[config.mk]
export PLATFORM = sky130hd
export DESIGN_NAME = dfi_rd_gather
export DESIGN_NICKNAME = d
export VERILOG_FILES = /design/src/rtl/dfi_rd_gather.sv
export SDC_FILE = /design/constraint.sdc
export NUM_CORES = 2
export LEC_CHECK = 0
export ABC_AREA = 1
export CAP_MARGIN = 20
export CORE_UTILIZATION = 34
export DETAILED_ROUTE_END_ITERATION = 10
export GPL_ROUTABILITY_DRIVEN = 0
export SLEW_MARGIN = 5
export SYNTH_ARGS = -nofsm -noshare
export SYNTH_HDL_FRONTEND = slang
export SYNTH_SLANG_ARGS = --single-unit
export TNS_END_PERCENT = 5
[constraint.sdc]
create_clock -name clk -period 3.94 [get_ports clk]
set_clock_uncertainty 0.15 [all_clocks]
set_input_delay 0.985 -clock clk [delete_from_list [all_inputs] [get_ports clk]]
set_output_delay 0.985 -clock clk [all_outputs]
set_load 0.005 [all_outputs]
[src/rtl/dfi_rd_gather.sv]
// Per-channel read-return gatherer: packs PHY beats into MMC words, buffers them in a FIFO, tracks outstanding reads.
// Optional idle timeout recovery is enabled by defining DFI_RD_GATHER_TIMEOUT_EN.
//
// state     | meaning
// ST_IDLE   | no partial word held, next accepted beat is beat 0
// ST_GATHER | partial word in progress, waiting for remaining beats
module dfi_rd_gather #(
    parameter int NUM_CHANNELS   = 2,
    parameter int BEAT_WIDTH     = 32,
    parameter int BEATS_PER_WORD = 4,
    parameter int FIFO_DEPTH     = 4,
    parameter int OUTST_W        = 4,
    parameter int TIMEOUT_CYCLES = 63
) (
    input  logic                                          clk,
    input  logic                                          reset_poweron,
    input  logic [NUM_CHANNELS-1:0]                       mmc__dfi__rd_issue,
    input  logic [NUM_CHANNELS-1:0]                       phy__dfi__data_valid,
    input  logic [NUM_CHANNELS*BEAT_WIDTH-1:0]            phy__dfi__data,
    output logic [NUM_CHANNELS-1:0]                       dfi__mmc__valid,
    output logic [NUM_CHANNELS*BEAT_WIDTH*BEATS_PER_WORD-1:0] dfi__mmc__data,
    input  logic [NUM_CHANNELS-1:0]                       mmc__dfi__ready,
    output logic [NUM_CHANNELS*OUTST_W-1:0]               dfi__mmc__outstanding,
    output logic [3*NUM_CHANNELS-1:0]                     dfi__mmc__err,
    input  logic                                          mmc__dfi__clr_err
);

    localparam int WORD_W = BEAT_WIDTH * BEATS_PER_WORD;
    localparam int CNT_W  = $clog2(BEATS_PER_WORD);
    localparam int PTR_W  = $clog2(FIFO_DEPTH);
    localparam logic [CNT_W-1:0]   LAST_BEAT = CNT_W'(BEATS_PER_WORD - 1);
    localparam logic [OUTST_W-1:0] OUTST_MAX = '1;

    typedef enum logic {ST_IDLE, ST_GATHER} state_t;

    for (genvar c = 0; c < NUM_CHANNELS; c++) begin : g_ch
        state_t                r_state, w_state_nxt;
        logic [CNT_W-1:0]      r_beat_cnt;
        logic [WORD_W-1:0]     r_word, w_word_now;
        logic [WORD_W-1:0]     r_mem [FIFO_DEPTH];
        logic [PTR_W:0]        r_wr_ptr, r_rd_ptr;
        logic [OUTST_W-1:0]    r_outst;
        logic [2:0]            r_err;
        logic [BEAT_WIDTH-1:0] w_beat;
        logic w_valid_in, w_accept, w_unexp, w_last, w_empty, w_full;
        logic w_pop, w_push, w_ovf, w_issue, w_dec, w_sat, w_timeout;

        assign w_beat     = phy__dfi__data[c*BEAT_WIDTH +: BEAT_WIDTH];
        assign w_valid_in = phy__dfi__data_valid[c];
        assign w_issue    = mmc__dfi__rd_issue[c];
        assign w_accept   = w_valid_in && (r_outst != '0);
        assign w_unexp    = w_valid_in && (r_outst == '0);
        assign w_last     = w_accept && (r_beat_cnt == LAST_BEAT);
        assign w_empty    = (r_wr_ptr == r_rd_ptr);
        assign w_full     = (r_wr_ptr[PTR_W] != r_rd_ptr[PTR_W]) &&
                            (r_wr_ptr[PTR_W-1:0] == r_rd_ptr[PTR_W-1:0]);
        assign w_pop      = !w_empty && mmc__dfi__ready[c];
        // A full FIFO still takes the new word when the head leaves in the same cycle.
        assign w_push     = w_last && (!w_full || w_pop);
        assign w_ovf      = w_last && w_full && !w_pop;
        assign w_dec      = w_last || w_timeout;
        assign w_sat      = w_issue && !w_dec && (r_outst == OUTST_MAX);

`ifdef DFI_RD_GATHER_TIMEOUT_EN
        localparam int IDLE_W = $clog2(TIMEOUT_CYCLES + 1);
        logic [IDLE_W-1:0] r_idle;
        logic              w_idle_cnt;

        assign w_idle_cnt = (r_outst != '0) && !w_valid_in;
        assign w_timeout  = w_idle_cnt && (r_idle == IDLE_W'(TIMEOUT_CYCLES - 1));

        always_ff @(posedge clk or negedge reset_poweron) begin
            if (!reset_poweron) begin
                r_idle <= '0;
            end else if (!w_idle_cnt || w_timeout) begin
                r_idle <= '0;
            end else begin
                r_idle <= r_idle + 1'b1;
            end
        end
`else
        assign w_timeout = 1'b0;
`endif

        always_comb begin
            w_word_now = r_word;
            for (int k = 0; k < BEATS_PER_WORD; k++) begin
                if (r_beat_cnt == CNT_W'(k)) begin
                    w_word_now[k*BEAT_WIDTH +: BEAT_WIDTH] = w_beat;
                end
            end
        end

        always_comb begin
            w_state_nxt = r_state;
            case (r_state)
                ST_IDLE:   if (w_accept) w_state_nxt = ST_GATHER;
                ST_GATHER: if (w_last || w_timeout) w_state_nxt = ST_IDLE;
                default:   w_state_nxt = ST_IDLE;
            endcase
        end

        always_ff @(posedge clk or negedge reset_poweron) begin
            if (!reset_poweron) begin
                r_state    <= ST_IDLE;
                r_beat_cnt <= '0;
                r_word     <= '0;
                r_wr_ptr   <= '0;
                r_rd_ptr   <= '0;
                r_outst    <= '0;
                r_err      <= '0;
                for (int i = 0; i < FIFO_DEPTH; i++) begin
                    r_mem[i] <= '0;
                end
            end else begin
                r_state <= w_state_nxt;
                if (w_timeout) begin
                    r_beat_cnt <= '0;
                    r_word     <= '0;
                end else if (w_accept) begin
                    r_beat_cnt <= w_last ? '0 : r_beat_cnt + 1'b1;
                    r_word     <= w_last ? '0 : w_word_now;
                end
                if (w_push) begin
                    r_mem[r_wr_ptr[PTR_W-1:0]] <= w_word_now;
                    r_wr_ptr <= r_wr_ptr + 1'b1;
                end
                if (w_pop) begin
                    r_rd_ptr <= r_rd_ptr + 1'b1;
                end
                if (w_dec && !w_issue) begin
                    r_outst <= r_outst - 1'b1;
                end else if (w_issue && !w_dec && (r_outst != OUTST_MAX)) begin
                    r_outst <= r_outst + 1'b1;
                end
                r_err <= (mmc__dfi__clr_err ? 3'b000 : r_err) |
                         {w_timeout, (w_unexp || w_sat), w_ovf};
            end
        end

        assign dfi__mmc__valid[c]                          = !w_empty;
        assign dfi__mmc__data[c*WORD_W +: WORD_W]          = r_mem[r_rd_ptr[PTR_W-1:0]];
        assign dfi__mmc__outstanding[c*OUTST_W +: OUTST_W] = r_outst;
        assign dfi__mmc__err[c*3 +: 3]                     = r_err;
    end

endmodule

======== Yosys cells after proc, flatten, opt, wreduce, memory -nomap -nowiden ========
Index checks and enable logic that the tools add are counted.
storage, ports and cells
  flip-flop bits (word level) ............. 1310
  output and inout bits ................... 272
  logic and storage cells ................. 136
cells by class
  add/sub/neg operators ................... 10
  magnitude comparators ................... 6
  equality and inequality tests ........... 16
  multiplexer cells ....................... 30
  bitwise logic cells ..................... 6
  reductions and logical operators ........ 48
operator list
  operator                                                                number
  512-bit bitwise mux                                                     2
  128-bit 2-to-1 mux                                                      8
  128-bit binary-select mux with 2-bit select                             2
  128-bit demux with 2-bit select                                         2
  32-bit 2-to-1 mux                                                       8
  1-bit logical AND                                                       26
  4-bit 2-to-1 mux                                                        4
  3-bit by 1-bit adder with 3-bit output (second input constant)          4
  3-bit greater-or-equal comparator (second input constant)               4
  2-bit NOT with 3-bit output                                             4
  1-bit zero test                                                         10
  4-bit by 1-bit adder with 4-bit output (second input constant)          2
  2-bit equality test (second input constant)                             4
  4-bit equality test (second input constant)                             2
  4-bit zero test                                                         2
  4-bit != test (second input constant)                                   2
  4-bit nonzero test                                                      2
  4-bit by 1-bit subtractor with 4-bit output (second input constant)     2
  3-bit equality test                                                     2
  3-bit by 1-bit < comparator with 1-bit output (second input constant)   2
  3-bit 2-to-1 mux                                                        2
  3-bit by 2-bit bitwise OR with 3-bit output                             2
  2-bit by 1-bit adder with 2-bit output (second input constant)          2
  2-bit by 1-bit equality test with 1-bit output (second input constant)  2
  other kinds (6)                                                         14

======== Logic depth before layout (Yosys ltp) ========
  depth after elaboration ................. 8
  gate-level depth with buffers ........... 11

======== Worst setup path before layout ========
Ideal clock, no wire load.
  path type ............................... reg2out
  from .................................... reg g_ch[1].r_rd_ptr[0]
  to ...................................... out dfi__mmc__data[144]
  arrival ................................. 1454 ps
  slack ................................... 1351 ps
  cell stages (with the launch flop) ...... 7
  buffers on the path ..................... 4
  path through ............................ dfrtp_1 -> buf_2 -> clkbuf_1 -> buf_2 -> buf_2 -> nor2_1 -> o22ai_1
on the way
  longest elaborated chain between the ends .. 4
ends and longest elaborated chain
  what                                                   line  text
  start, declared                                        41    logic [PTR_W:0] r_wr_ptr, r_rd_ptr;
  start signal, assigned                                 129   r_rd_ptr <= r_rd_ptr + 1'b1;
  2-bit NOT with 3-bit output (not written as such)      142   assign dfi__mmc__data[c*WORD_W +: WORD_W] = r_mem[r_rd_ptr[PTR_W-1:0]];
  128-bit binary-select mux with 2-bit select            142
  128-bit 2-to-1 mux (not written as such) (2 in a row)  142
  end, declared                                          21    output logic [NUM_CHANNELS*BEAT_WIDTH*BEATS_PER_WORD-1:0] dfi__mmc__data,
No other way between the ends. The select of a mux whose other input is x is not followed.

======== Final worst setup path ========
  from .................................... reg g_ch[1].r_rd_ptr[0]
  to ...................................... out dfi__mmc__data[157]
The elaborated chain is that of the path after synthesis.

==> metrics.cfg <==
[finish]
syn_to_final_growth_pct=20.5
layout.cells.non_filler=9337
layout_commonest_cell=nand2_1
drive_gt1_share_pct=16.3
seqCellArea_mm2=0.0327
final_nets=6935
multi_input_area_mm2=0.0263
fill_cells=17400
layout_common_cells=nand2_1, o21ai_0, dfrtp_1

[detailed_routing]
ant_nets=0
drtIter0Drc=4644
wl_per_cell_um=22.7
wirelength_um=212000
vias=50000
viasPerCell=5.36
drtPass1Iterations=6
drc=0

[sta]
finalHoldViolations=0
max_freq_mhz=251
hold_ws_ns=0.314
slew_violations=0
relSlewSlack_pct=18.3
setup_violations=9
rsz0062_at_grt=yes
final.min_clock_period_ns=3.98
worst_slew_pin_slew_ns=1.21
min_period_over_period_pct=101
worst_slack_ns=-0.0429

[logic_synthesis]
synth_cells=6632
synth-seq-cells=1308
avgSynthCellArea_um2=9.38
netlist_area_mm2=0.0622
yosys.cell_types.count=31
synthDominantCellAreaShare_pct=52.6
yosysWarnings=0
synth_seq_area_share_pct=52.6
netlist_top_cells_area=dfrtp_1, o21ai_0, mux2_4
yosys.area.top_type=dfrtp_1

[critical_path]
path_class=reg2out
required_ns=2.80
cp.arrival_ns=2.85
cpPeakStageDelay_ns=0.56
path_buf_inv=4
critPathSlowestCell=clkdlybuf4s50_1
crit-reg2reg-launch=g_ch[0].r_rd_ptr[0]$_DFFE_PN0P_
critical_path.endpoint_type=output port
cp-start-kind=flop
startpoint=g_ch[1].r_rd_ptr[0]$_DFFE_PN0P_
worst_path_dominant_cell_family=buffers and inverters
path_cells=buf_12 -> clkinv_16 -> buf_16 -> o21ai_0 -> o22ai_1 -> clkdlybuf4s50_1
crit_fanout=46

[pwr]
vdd_drop_max_uv=529
leakagePower_nw=35.6
p_per_area_mw_per_mm2=900

[global_routing]
antenna_found_initial=9
grt_use_met1_pct=29.6
grt_pass1_vias=49000
use_met3_pct=4.36
grt_use_total_pct=22.4
grt_first_pass_wirelength_um=317000
grt_max_degree=122
grt.met2_usage_pct=36.2
grt_busiest_layer=met2
grt-ovfl-total=0

[placed_design]
dp_cells=9017
pre_cts_ws_ns=0.477
io_buffers=342
dpl.hpwl_um=122000

[hold_path]
worstHoldStart=g_ch[0].r_word[98]$_DFFE_PN0N_
holdCritPathClass=reg2reg

[clock_tree]
cts_tree=built
clk_pin_slew_ns=0.06
cts_inserted_buffers=151
cts-root-buf=clkbuf_16
cts_buffer_depth=3
cts.sinks=1308
insertion_delay_ns=0.82
htreeDepth=4

[floorplanning]
io_pins=345
floorplan.initialDensity_pct=34.3
die_x_um=430
die_h_um=430
rows=156
dieArea_mm2=0.185
coreArea_mm2=0.181

[job]
maxCapViolCount=0

[status]
status=finished, violations left
failed_checks=setup timing

-- path summary, 6_finish.rpt --
kind                                             endpoint  slack (ns)  cells past startpoint
setup / recovery                      dfi__mmc__data[157]       -0.04                      6
hold / removal             g_ch[0].r_word[98]$_DFFE_PN0N_        0.31                      2
setup reg to reg           g_ch[0].r_mem[210]$_DFFE_PN0P_        0.94                      9
hold reg to reg            g_ch[0].r_word[98]$_DFFE_PN0N_        0.31                      2
max in group asynchronous  g_ch[0].r_word[84]$_DFFE_PN0N_        1.79                      4
min in group asynchronous  g_ch[0].r_mem[147]$_DFFE_PN0P_        0.60                      2
-- cells in the mapped netlist --
cell type and number:
nand2_2 4, o21ai_0 1422, mux2_2 42, nand2_8 1
inv_2 3, o311ai_0 2, o22ai_1 256, buf_2 113
a31oi_1 1, nor2_8 4, nand3_4 2, nand2_1 1512
clkbuf_1 319, a21oi_1 5, xnor2_1 6, dfrtp_1 1308
inv_4 1, nand3_1 207, inv_1 294, a21oi_2 1
buf_12 11, buf_4 4, nand4_1 6, ha_1 20
conb_1 1, buf_8 33, buf_1 30, mux2_4 470
buf_6 11, xor2_1 11, nor2_1 532
-- stage by stage --
step | total power, mW | instance area [µm²] | utilization [%] | TNS, ns
finish | 67.5 | 75000 | 41.3 | -0.147
global route | 71.2 | 74900 | 41.3 | -4.01
CTS | 67.1 | 74500 | 41.1 | -5.32
detailed placement | 50.6 | 68300 | 37.7 | 0
global placement | 50.1 | 68300 | 37.7 | 0
floorplan | 37.2 | 62200 | - | 0
-- worst reg2reg max path, stage by stage (launching register included) --
cell and delay (ns):
dfrtp_4 0.57, inv_16 0.14, buf_16 0.28, nand2_1 0.15, nand4_1 0.22, nand2_8 0.34
nor2_4 0.30, buf_12 0.40, nand2_1 0.26, nand2_1 0.09
-- where the power goes --
group / switching, mW / internal [mW]
sequential: 2.68 / 18.7
combinational: 18.0 / 13.6
clock: 6.03 / 8.44
total: 26.7 / 40.8
-- per-layer routing --
layer | vias up | wire length [µm] | share of wire [%]
li1 | 22500 | - | -
met1 | 25200 | 90000 | 42
met2 | 1902 | 99600 | 47
met3 | 381 | 14900 | 7.0
met4 | 18 | 7780 | 3.7
met5 | - | 125 | 0.059
-- area by class of cell --
class                      instances  share of cell area, %
sequential                      1308                   43.7
multi-input combinational       4506                   35.1
timing repair buffer             575                   8.83
clock buffer                     211                   5.77
tap                             2370                   3.96
inverter                         298                   1.62
clock inverter                    61                   1.01
timing repair inverter             2                 0.0334
antenna                            6                 0.0200
-- kinds of logic (layout without fill, tap and decap cells) --
group / Yosys count / in the layout / synth area share (%)
other cells: 1 / 8 / 0.00603
simple gates: 2268 / 2268 / 14.3
xor+xnor: 17 / 17 / 0.239
mux: 512 / 512 / 12.1
buf+inv: 819 / 1147 / 6.21
compound gates: 1687 / 1687 / 14.1
fa+ha+maj: 20 / 20 / 0.402
flops: 1308 / 1308 / 52.6
-- what timing repair did --
item,CTS,global route
endpoints found under the setup margin,258,186
pin swaps,7,4
hold buffers,1,0
endpoints found under the hold margin,47,0
resized for setup,147,67
cloned,14,5
buffers inserted,19,3
-- sequential cells by signal, summed over array words and instances, names as in the netlist --
| name | cells |
|---|---|
| g_ch.r_mem | 1024 |
| g_ch.r_word | 256 |
| g_ch.r_outst | 8 |
| g_ch.r_rd_ptr | 6 |
| g_ch.r_wr_ptr | 6 |
| g_ch.r_beat_cnt | 4 |
| g_ch.r_err | 4 |
Power figures use the tool's default switching activity.
